$ cat src/rtl/spi_pkg.sv
// -----------------------------------------------------------------------------
// spi_pkg
// Shared constants for the SPI instruction receiver:
//   - FRAME_BITS : data bits per instruction frame (4-bit opcode + 8-bit operand)
//   - SPI_MODE   : clock polarity/phase mode implemented by the receiver (0)
//   - state_t and ST_* : 2-bit FSM state encoding
// No ports.
// -----------------------------------------------------------------------------
package spi_pkg;

    localparam int INPUT_DATA_WIDTH_DEF = 4;
    localparam int FRAME_BITS           = 3 * INPUT_DATA_WIDTH_DEF;
    localparam int SPI_MODE             = 0;

    typedef logic [1:0] state_t;

    localparam state_t ST_WAIT_CS = 2'd0;  // wait for a clean deselect
    localparam state_t ST_IDLE    = 2'd1;  // deselected, waiting for cs_n fall
    localparam state_t ST_SHIFT   = 2'd2;  // frame in progress
    localparam state_t ST_DONE    = 2'd3;  // one-cycle frame commit

endpackage

$ cat src/rtl/spi_edge_sync.sv
// -----------------------------------------------------------------------------
// spi_edge_sync
// Multi-flop synchronizer for one asynchronous pin, with single-cycle rise and
// fall pulses derived from the synchronized level (previous-value compare).
// Also used as a plain synchronizer when the edge pulses are not needed.
//
// Parameters:
//   SYNC_STAGES : synchronizer depth, minimum 2
// Ports:
//   clk      in  system clock
//   reset    in  synchronous active-high reset (all flops clear to 0)
//   din      in  asynchronous pin
//   sync_out out synchronized level
//   rise     out one-clk pulse on a 0->1 transition of sync_out
//   fall     out one-clk pulse on a 1->0 transition of sync_out
// -----------------------------------------------------------------------------
module spi_edge_sync #(
    parameter int SYNC_STAGES = 2
) (
    input  logic clk,
    input  logic reset,
    input  logic din,
    output logic sync_out,
    output logic rise,
    output logic fall
);

    logic [SYNC_STAGES-1:0] sync_ff;
    logic                   prev;

    // NOTE: synchronizer flops are reset so edge detection starts from a known
    // level; clearing to 0 makes chip select look "selected" after reset, so
    // the receiver waits for a genuine deselect before accepting a frame.
    always_ff @(posedge clk) begin
        if (reset) begin
            sync_ff <= '0;
            prev    <= 1'b0;
        end else begin
            // NOTE: non-blocking assignments so every stage samples the value
            // its neighbour held before this edge, forming a true shift chain.
            sync_ff <= {sync_ff[SYNC_STAGES-2:0], din};
            prev    <= sync_ff[SYNC_STAGES-1];
        end
    end

    assign sync_out = sync_ff[SYNC_STAGES-1];
    assign rise     = sync_out & ~prev;
    assign fall     = ~sync_out & prev;

endmodule

$ cat src/rtl/spi_instruction_receiver.sv
// -----------------------------------------------------------------------------
// spi_instruction_receiver
// SPI mode-0 peripheral, MSB first. Deserializes {opcode, operand} frames from
// the host and presents them to the execution unit with a one-clk instr_valid
// pulse. During the frame, the result_in value captured at cs_n fall is
// shifted back to the host on spi_miso. All SPI pins are oversampled in clk.
//
// Optional feature: define SPI_PARITY_CHECK_EN to append one even-parity bit
// to each frame; a parity mismatch raises frame_error instead of instr_valid.
//
// Parameters:
//   INPUT_DATA_WIDTH  : opcode width (operand is twice this)
//   OUTPUT_DATA_WIDTH : width of result_in shifted out on spi_miso
//   SYNC_STAGES       : synchronizer depth on sclk/cs_n/mosi (minimum 2)
// Ports:
//   clk          in   system clock
//   reset        in   synchronous active-high reset
//   spi_sclk     in   SPI clock from host (at most clk/4)
//   spi_cs_n     in   active-low chip select
//   spi_mosi     in   serial data in
//   spi_miso     out  serial data out
//   result_in    in   CPU result, captured at frame start
//   opcode       out  last accepted opcode, held between frames
//   operand      out  last accepted operand, held between frames
//   instr_valid  out  one-clk pulse when a new instruction is accepted
//   frame_error  out  one-clk pulse when a frame is aborted or rejected
//   busy         out  high while a frame is being shifted
// -----------------------------------------------------------------------------
module spi_instruction_receiver
    import spi_pkg::*;
#(
    parameter int INPUT_DATA_WIDTH  = FRAME_BITS / 3,
    parameter int OUTPUT_DATA_WIDTH = 8,
    parameter int SYNC_STAGES       = 2
) (
    input  logic                          clk,
    input  logic                          reset,
    input  logic                          spi_sclk,
    input  logic                          spi_cs_n,
    input  logic                          spi_mosi,
    output logic                          spi_miso,
    input  logic [OUTPUT_DATA_WIDTH-1:0]  result_in,
    output logic [INPUT_DATA_WIDTH-1:0]   opcode,
    output logic [2*INPUT_DATA_WIDTH-1:0] operand,
    output logic                          instr_valid,
    output logic                          frame_error,
    output logic                          busy
);

    localparam int DATA_BITS = 3 * INPUT_DATA_WIDTH;
`ifdef SPI_PARITY_CHECK_EN
    localparam int PAR_BITS  = 1;
`else
    localparam int PAR_BITS  = 0;
`endif
    localparam int FRAME_LEN = DATA_BITS + PAR_BITS;
    localparam int CNT_W     = $clog2(FRAME_LEN + 1);

    localparam logic [CNT_W-1:0] LAST_BIT  = CNT_W'(FRAME_LEN - 1);
    localparam logic [CNT_W-1:0] MISO_BITS = CNT_W'(OUTPUT_DATA_WIDTH);

    // ------------------------------------------------------------------
    // Input conditioning
    // ------------------------------------------------------------------
    logic sclk_level_unused, sclk_rise, sclk_fall;
    logic cs_sync, cs_rise, cs_fall;
    logic mosi_sync, mosi_rise_unused, mosi_fall_unused;

    spi_edge_sync #(.SYNC_STAGES(SYNC_STAGES)) u_sclk_sync (
        .clk      (clk),
        .reset    (reset),
        .din      (spi_sclk),
        .sync_out (sclk_level_unused),
        .rise     (sclk_rise),
        .fall     (sclk_fall)
    );

    spi_edge_sync #(.SYNC_STAGES(SYNC_STAGES)) u_cs_sync (
        .clk      (clk),
        .reset    (reset),
        .din      (spi_cs_n),
        .sync_out (cs_sync),
        .rise     (cs_rise),
        .fall     (cs_fall)
    );

    // Same depth as sclk, so mosi_sync on the rise-detect cycle is the bit
    // the host presented at its sclk rising edge.
    spi_edge_sync #(.SYNC_STAGES(SYNC_STAGES)) u_mosi_sync (
        .clk      (clk),
        .reset    (reset),
        .din      (spi_mosi),
        .sync_out (mosi_sync),
        .rise     (mosi_rise_unused),
        .fall     (mosi_fall_unused)
    );

    // ------------------------------------------------------------------
    // State and datapath registers
    // ------------------------------------------------------------------
    state_t                        state, next_state;
    logic [CNT_W-1:0]              bit_cnt;
    logic [FRAME_LEN-1:0]          rx_sr;
    logic [OUTPUT_DATA_WIDTH-1:0]  tx_sr;
    logic                          frame_complete;
    logic                          frame_ok;

    // The last bit wins over a simultaneous cs_n rise.
    assign frame_complete = (state == ST_SHIFT) && sclk_rise && (bit_cnt == LAST_BIT);

`ifdef SPI_PARITY_CHECK_EN
    // Even parity over data bits plus parity bit must reduce to 0.
    assign frame_ok = ~(^rx_sr);
`else
    assign frame_ok = 1'b1;
`endif

    always_ff @(posedge clk) begin
        if (reset) begin
            state <= ST_WAIT_CS;
        end else begin
            state <= next_state;
        end
    end

    always_comb begin
        // NOTE: default assignment first so every path assigns next_state and
        // no latch is inferred.
        next_state = state;
        case (state)
            ST_WAIT_CS: if (cs_sync) next_state = ST_IDLE;
            ST_IDLE:    if (cs_fall) next_state = ST_SHIFT;
            ST_SHIFT: begin
                if (frame_complete)  next_state = ST_DONE;
                else if (cs_rise)    next_state = ST_IDLE;
            end
            ST_DONE:    next_state = ST_WAIT_CS;
            default:    next_state = ST_WAIT_CS;
        endcase
    end

    always_comb begin
        busy        = (state == ST_SHIFT);
        spi_miso    = ((state == ST_SHIFT) && (bit_cnt < MISO_BITS)) ?
                      tx_sr[OUTPUT_DATA_WIDTH-1] : 1'b0;
        instr_valid = (state == ST_DONE) && frame_ok;
        frame_error = ((state == ST_SHIFT) && cs_rise && !frame_complete) ||
                      ((state == ST_DONE) && !frame_ok);
    end

    always_ff @(posedge clk) begin
        if (reset) begin
            bit_cnt <= '0;
            rx_sr   <= '0;
            tx_sr   <= '0;
            opcode  <= '0;
            operand <= '0;
        end else begin
            case (state)
                ST_IDLE: begin
                    if (cs_fall) begin
                        bit_cnt <= '0;
                        tx_sr   <= result_in;
                    end
                end
                ST_SHIFT: begin
                    if (sclk_rise) begin
                        rx_sr   <= {rx_sr[FRAME_LEN-2:0], mosi_sync};
                        bit_cnt <= bit_cnt + CNT_W'(1);
                    end
                    // Mode 0: the host samples on rise, so advance MISO on fall.
                    if (sclk_fall) begin
                        tx_sr <= {tx_sr[OUTPUT_DATA_WIDTH-2:0], 1'b0};
                    end
                end
                ST_DONE: begin
                    if (frame_ok) begin
                        opcode  <= rx_sr[PAR_BITS + 2*INPUT_DATA_WIDTH +: INPUT_DATA_WIDTH];
                        operand <= rx_sr[PAR_BITS +: 2*INPUT_DATA_WIDTH];
                    end
                end
                default: ;
            endcase
        end
    end

endmodule

$ cat config.mk
export PLATFORM = sky130hd
export DESIGN_NAME = spi_instruction_receiver
export DESIGN_NICKNAME = d
export VERILOG_FILES = /design/src/rtl/spi_pkg.sv /design/src/rtl/spi_edge_sync.sv /design/src/rtl/spi_instruction_receiver.sv
export SDC_FILE = /design/constraint.sdc
export NUM_CORES = 1
export LEC_CHECK = 0
export BUFFER_PORTS_ARGS = -buffer_cell sky130_fd_sc_hd__clkbuf_2
export CAP_MARGIN = 20
export CORE_ASPECT_RATIO = 0.7
export CORE_UTILIZATION = 30
export CTS_BUF_LIST = sky130_fd_sc_hd__clkbuf_16
export DETAILED_ROUTE_END_ITERATION = 6
export PLACE_DENSITY = 0.58
export SLEW_MARGIN = 5
export SYNTH_ARGS = -nofsm -noshare
export SYNTH_HDL_FRONTEND = slang
export SYNTH_SLANG_ARGS = --single-unit
$ cat constraint.sdc
create_clock -name clk -period 3.1 [get_ports clk]
set_input_delay 0.62 -clock clk [delete_from_list [all_inputs] [get_ports clk]]
set_output_delay 0.62 -clock clk [all_outputs]
set_load 0.02 [all_outputs]
Word level (Yosys, flattened, before mapping). Index checks and enable logic that the tools add are counted.

$add $sub $neg: 1. Magnitude comparators: 1. Equality and inequality tests: 9. Multiplexer cells: 12. Bitwise gates (word level): 8. Reduce and logical (&&, ||, !) cells: 12.

Operators by type and width (count): 8-bit 2-to-1 mux (2); 8-bit case mux with 2 select lines (1); 3-bit AND reduction (3); 2-bit 2-to-1 mux (4); 4-bit 2-to-1 mux (2); 2-bit case mux with 4 select lines (1); 4-bit case mux with 2 select lines (1); 2-bit by 1-bit inequality test with 1-bit output, second input constant (3); 1-bit logical AND (5); 4-bit by 1-bit adder with 4-bit output, second input constant (1); 1-bit AND (4); 2-bit equality test, second input constant (2); 4-bit equality test, second input constant (1); 4-bit less-than comparator, second input constant (1); 1-bit NOT (4); 3-bit by 1-bit inequality test with 1-bit output, second input constant (1); 2-bit by 1-bit equality test with 1-bit output, second input constant (1); 2-bit logical NOT (1); 2-bit inequality test, second input constant (1); 2-bit AND reduction (1); 2-bit nonzero test (1); 1-bit logical NOT (1); 1-bit 2-to-1 mux (1).

Flip-flop bits (word level): 46. Input port bits: 13. Output and inout port bits: 16. Logic and storage cells: 54.

Longest topological paths before layout.
Depth after elaboration: 6. Mapped depth: 5. Mapped depth without buffers: 4.

Hierarchy. Synthesis repeated with hierarchy kept, for this count alone.

Cells, all modules: 206. Area total of the unflattened synthesis: 1798.0 um^2.

By module, submodules not included: spi_instruction_receiver (times used 1, cells an instance 182, area each 1524.0 um^2, sequential area each 760.7 um^2); spi_edge_sync (times used 3, cells an instance 8, area each 91.3 um^2, sequential area each 60.1 um^2).

Worst setup path after synthesis. No wires, ideal clock.

Path kind: reg-to-output. From: reg state[0]. To: out frame_error. Arrival time: 1.486 ns. Required time: 2.480 ns. Path slack: 0.994 ns. Stages on the path, launching flop included: 5. Path buffers: 1. Cell sequence: dfxtp_1 -> nor4bb_1 -> buf_2 -> nand4b_1 -> nor4b_1.

Longest elaborated chain between the ends: 5. Elaborated cells between the ends (all ways): 6. Those cells by class: eq/ne (1); reduce/logical (5).

Ends and longest elaborated chain: from (decl) (RTL line spi_instruction_receiver.sv:101) `state_t state, next_state;`; from (signal assigned) (RTL line spi_instruction_receiver.sv:122) `state <= next_state;`; 2-bit equality test (*) (RTL line spi_instruction_receiver.sv:109, spi_instruction_receiver.sv:147); 1-bit logical AND (2 in series) (RTL line spi_instruction_receiver.sv:109) `assign frame_complete = (state == ST_SHIFT) && sclk_rise && (bit_cnt == LAST_BIT);`; 1-bit logical NOT (RTL line spi_instruction_receiver.sv:147) `frame_error = ((state == ST_SHIFT) && cs_rise && !frame_complete) ||`; 1-bit logical AND (*) (RTL line spi_instruction_receiver.sv:147); to (decl) (RTL line spi_instruction_receiver.sv:46) `output logic frame_error,`.

Every way passes the cells marked *; elsewhere a longest branch is shown, timed or not.

Worst setup path after layout.
From: reg state[1]. To: out frame_error.

The elaborated chain is that of the path after synthesis.

==> metrics <==
sequential fraction of the synthesis area 52.9%; H-tree levels 2; CTS tree yes; Synth Register Bits 46; met1 Resource Use GR between 10% and 20%; Syn Area/Cell around 8.4 µm²; initial antenna violation count 0; Final Hold Viols 0; grt total ovfl 0; first-pass GRT wire length between 5000 and 6000 µm; Setup crit start kind flip-flop; min Tclk post-route approximately 2400 ps; wire per inst 11.1 µm; Mapped Nets approximately 220; Cell Rows 22; Core Box Area about 0.0054 mm²; CTS resizes 0; port bufs 28; Crit. End Element primary output; M2 GR Usage about 17%; Pwr Density ~550 mW/mm²; Die W between 90 and 100 µm; total track usage between 10% and 20%; Cells after Synth about 210; Worst-Skew Late Latency ~280 ps; FFs w/ async S/R, synth 0%; vias in the first global route roughly 1300; commonest non-fill, non-tap cell in the layout nand2_1; hold buffers post-CTS 0; Slew @ Worst Pin 881 ps; status finished clean; # setup viols final 0; arrival time of the worst setup path around 1800 ps; share of cells above drive strength 1 17.2%; Starting Density about a third; Crit path required time between 2000 and 2500 ps; TritonCTS buffer count 5; Max Cap Viol 0; DR iter-0 viols 57; Clock transition at path regs ~60 ps; ant diodes 0; Vias/cell about 4.6; achievable clock frequency 0.420 GHz; CP max FO 15; CTS root buf clkbuf_16; CTS sink count 46; CTS max path bufs 2; Syn Std Cell Area 0.00174 mm²; grt peak-use layer met1; TritonRoute pass-1 iters 4; final worst slack a little over 700 ps; number of synthesized flops with an enable pin 0; Antenna Nets Post-Route 0; critical path type reg -> out; Place WS 1010 ps; Rel. slew slack ~41%; yosys warns 0; Die Y 65.7 µm; Unique masters post-synth 27; die area 0.00611 mm²; drt total wl 3370 µm; Placer Congestion between 0.7 and 0.8; final design utilization between 30% and 40%; LEAKAGE between 0.7 and 0.8 nW; DP Wirelength 2250 µm; Ports 29; setup bufs post-CTS 0; largest net degree at the start of global routing between 40 and 50; period utilization between 70% and 80%; DRC viols 0; top_reg_cell synth dfxtp_1; GR Util met3 roughly 4.4%; final net count between 200 and 250; HP Class reg -> reg; Slew Viols, Final 0; VDD IR-drop max roughly 0.23 mV; Worst Skew ~7.2 ps; area delta synth->final 19.3%; most frequent cells in the layout nand2_1 (65), dfxtp_1 (46), a21oi_1 (28), clkbuf_2 (28); routed vias around 1400; RSZ-0062 raised after global routing no; Final TNS setup 0 ps
[critical path, stage by stage (launching register included)]
cell and delay (ps):
dfxtp_1 460, nor4bb_2 250, buf_4 240, nand4b_1 170
nor4b_1 180, clkbuf_2 170
[per-layer routing]
| metal | part of all wire, % | vias to the layer above |
|---|---|---|
| li1 | - | 748 |
| met1 | 55 | 622 |
| met2 | 39 | 22 |
| met3 | 4.9 | 4 |
| met4 | 1.3 | 0 |
| met5 | 0 | - |
[flip-flops by register name, indices dropped and copies added, names as in the netlist, 2 cells and up]
| register | cells |
|---|---|
| u_sclk_sync.sync_ff | 2 |
| u_mosi_sync.sync_ff | 2 |
| u_cs_sync.sync_ff | 2 |
| rx_sr | 12 |
| opcode | 4 |
| operand | 8 |
| tx_sr | 8 |
| bit_cnt | 4 |
| state | 2 |
[Yosys cell counts (2+ instances only)]
master     instances  share of area (%)
nand2_1           65                 14
dfxtp_1           46                 53
a21oi_1           28                8.1
a311oi_1           7                3.5
buf_2              7                2.0
nor2b_1            7                2.5
nor3_1             7                2.0
clkbuf_1           6                1.3
nand2b_1           3                1.1
nand3_1            3               0.86
nand4bb_1          3                1.9
o21ai_0            3               0.86
or3_1              3                1.1
a31oi_1            2               0.72
inv_1              2               0.43
inv_2              2               0.43
nor2_1             2               0.43
nor4bb_1           2                1.2
[final timing paths]
check	start	to	slack, ps	cells past startpoint
max	state[1]	frame_error	720	5
min	u_cs_sync.sync_ff[0]	u_cs_sync.sync_ff[1]	440	1
max reg2reg	state[0]	opcode[0]	1620	4
min reg2reg	u_cs_sync.sync_ff[0]	u_cs_sync.sync_ff[1]	440	1
[layout make-up]
cell class | count | area [µm²]
Fill cell | 561 | 3350
Tap cell | 72 | 90.1
Inverter | 4 | 15.0
Timing Repair Buffer | 31 | 163
Clock inverter | 3 | 16.3
Multi-Input combinational cell | 143 | 746
Sequential cell | 46 | 921
Clock buffer | 5 | 125
[where the power goes]
part | internal, mW | switching [mW] | leakage [nW]
clock | 0.294 | 0.205 | 0.0689
sequential | 0.598 | 0.00519 | 0.372
combinational | 0.0143 | 0.0170 | 0.316
[metrics by stage]
step / total power [mW] / hold WS [ps] / cell area [µm²] / cells
2_1_floorplan: 0.636 / 414 / 1740 / 207
3_3_place_gp: 0.647 / 417 / 1930 / 296
3_5_place_dp: 0.648 / 424 / 1930 / 296
4_1_cts: 1.15 / 438 / 2080 / 304
5_1_grt: 1.19 / 448 / 2080 / 304
6_report: 1.13 / 435 / 2080 / 304
[cells by family (layout without fill, tap and decap cells)]
group / count (synthesis) / count (layout) / synth area share [%]
AOI/OAI and AO/OA: 42 / 42 / 14.0
xor gates and xnor gates: 1 / 1 / 0.503
adders and majority gates: 1 / 1 / 0.719
buffers and inverters: 18 / 43 / 4.60
DFF: 46 / 46 / 52.9
and+or+nand+nor: 99 / 99 / 27.2
Power figures use the tool's default switching activity.
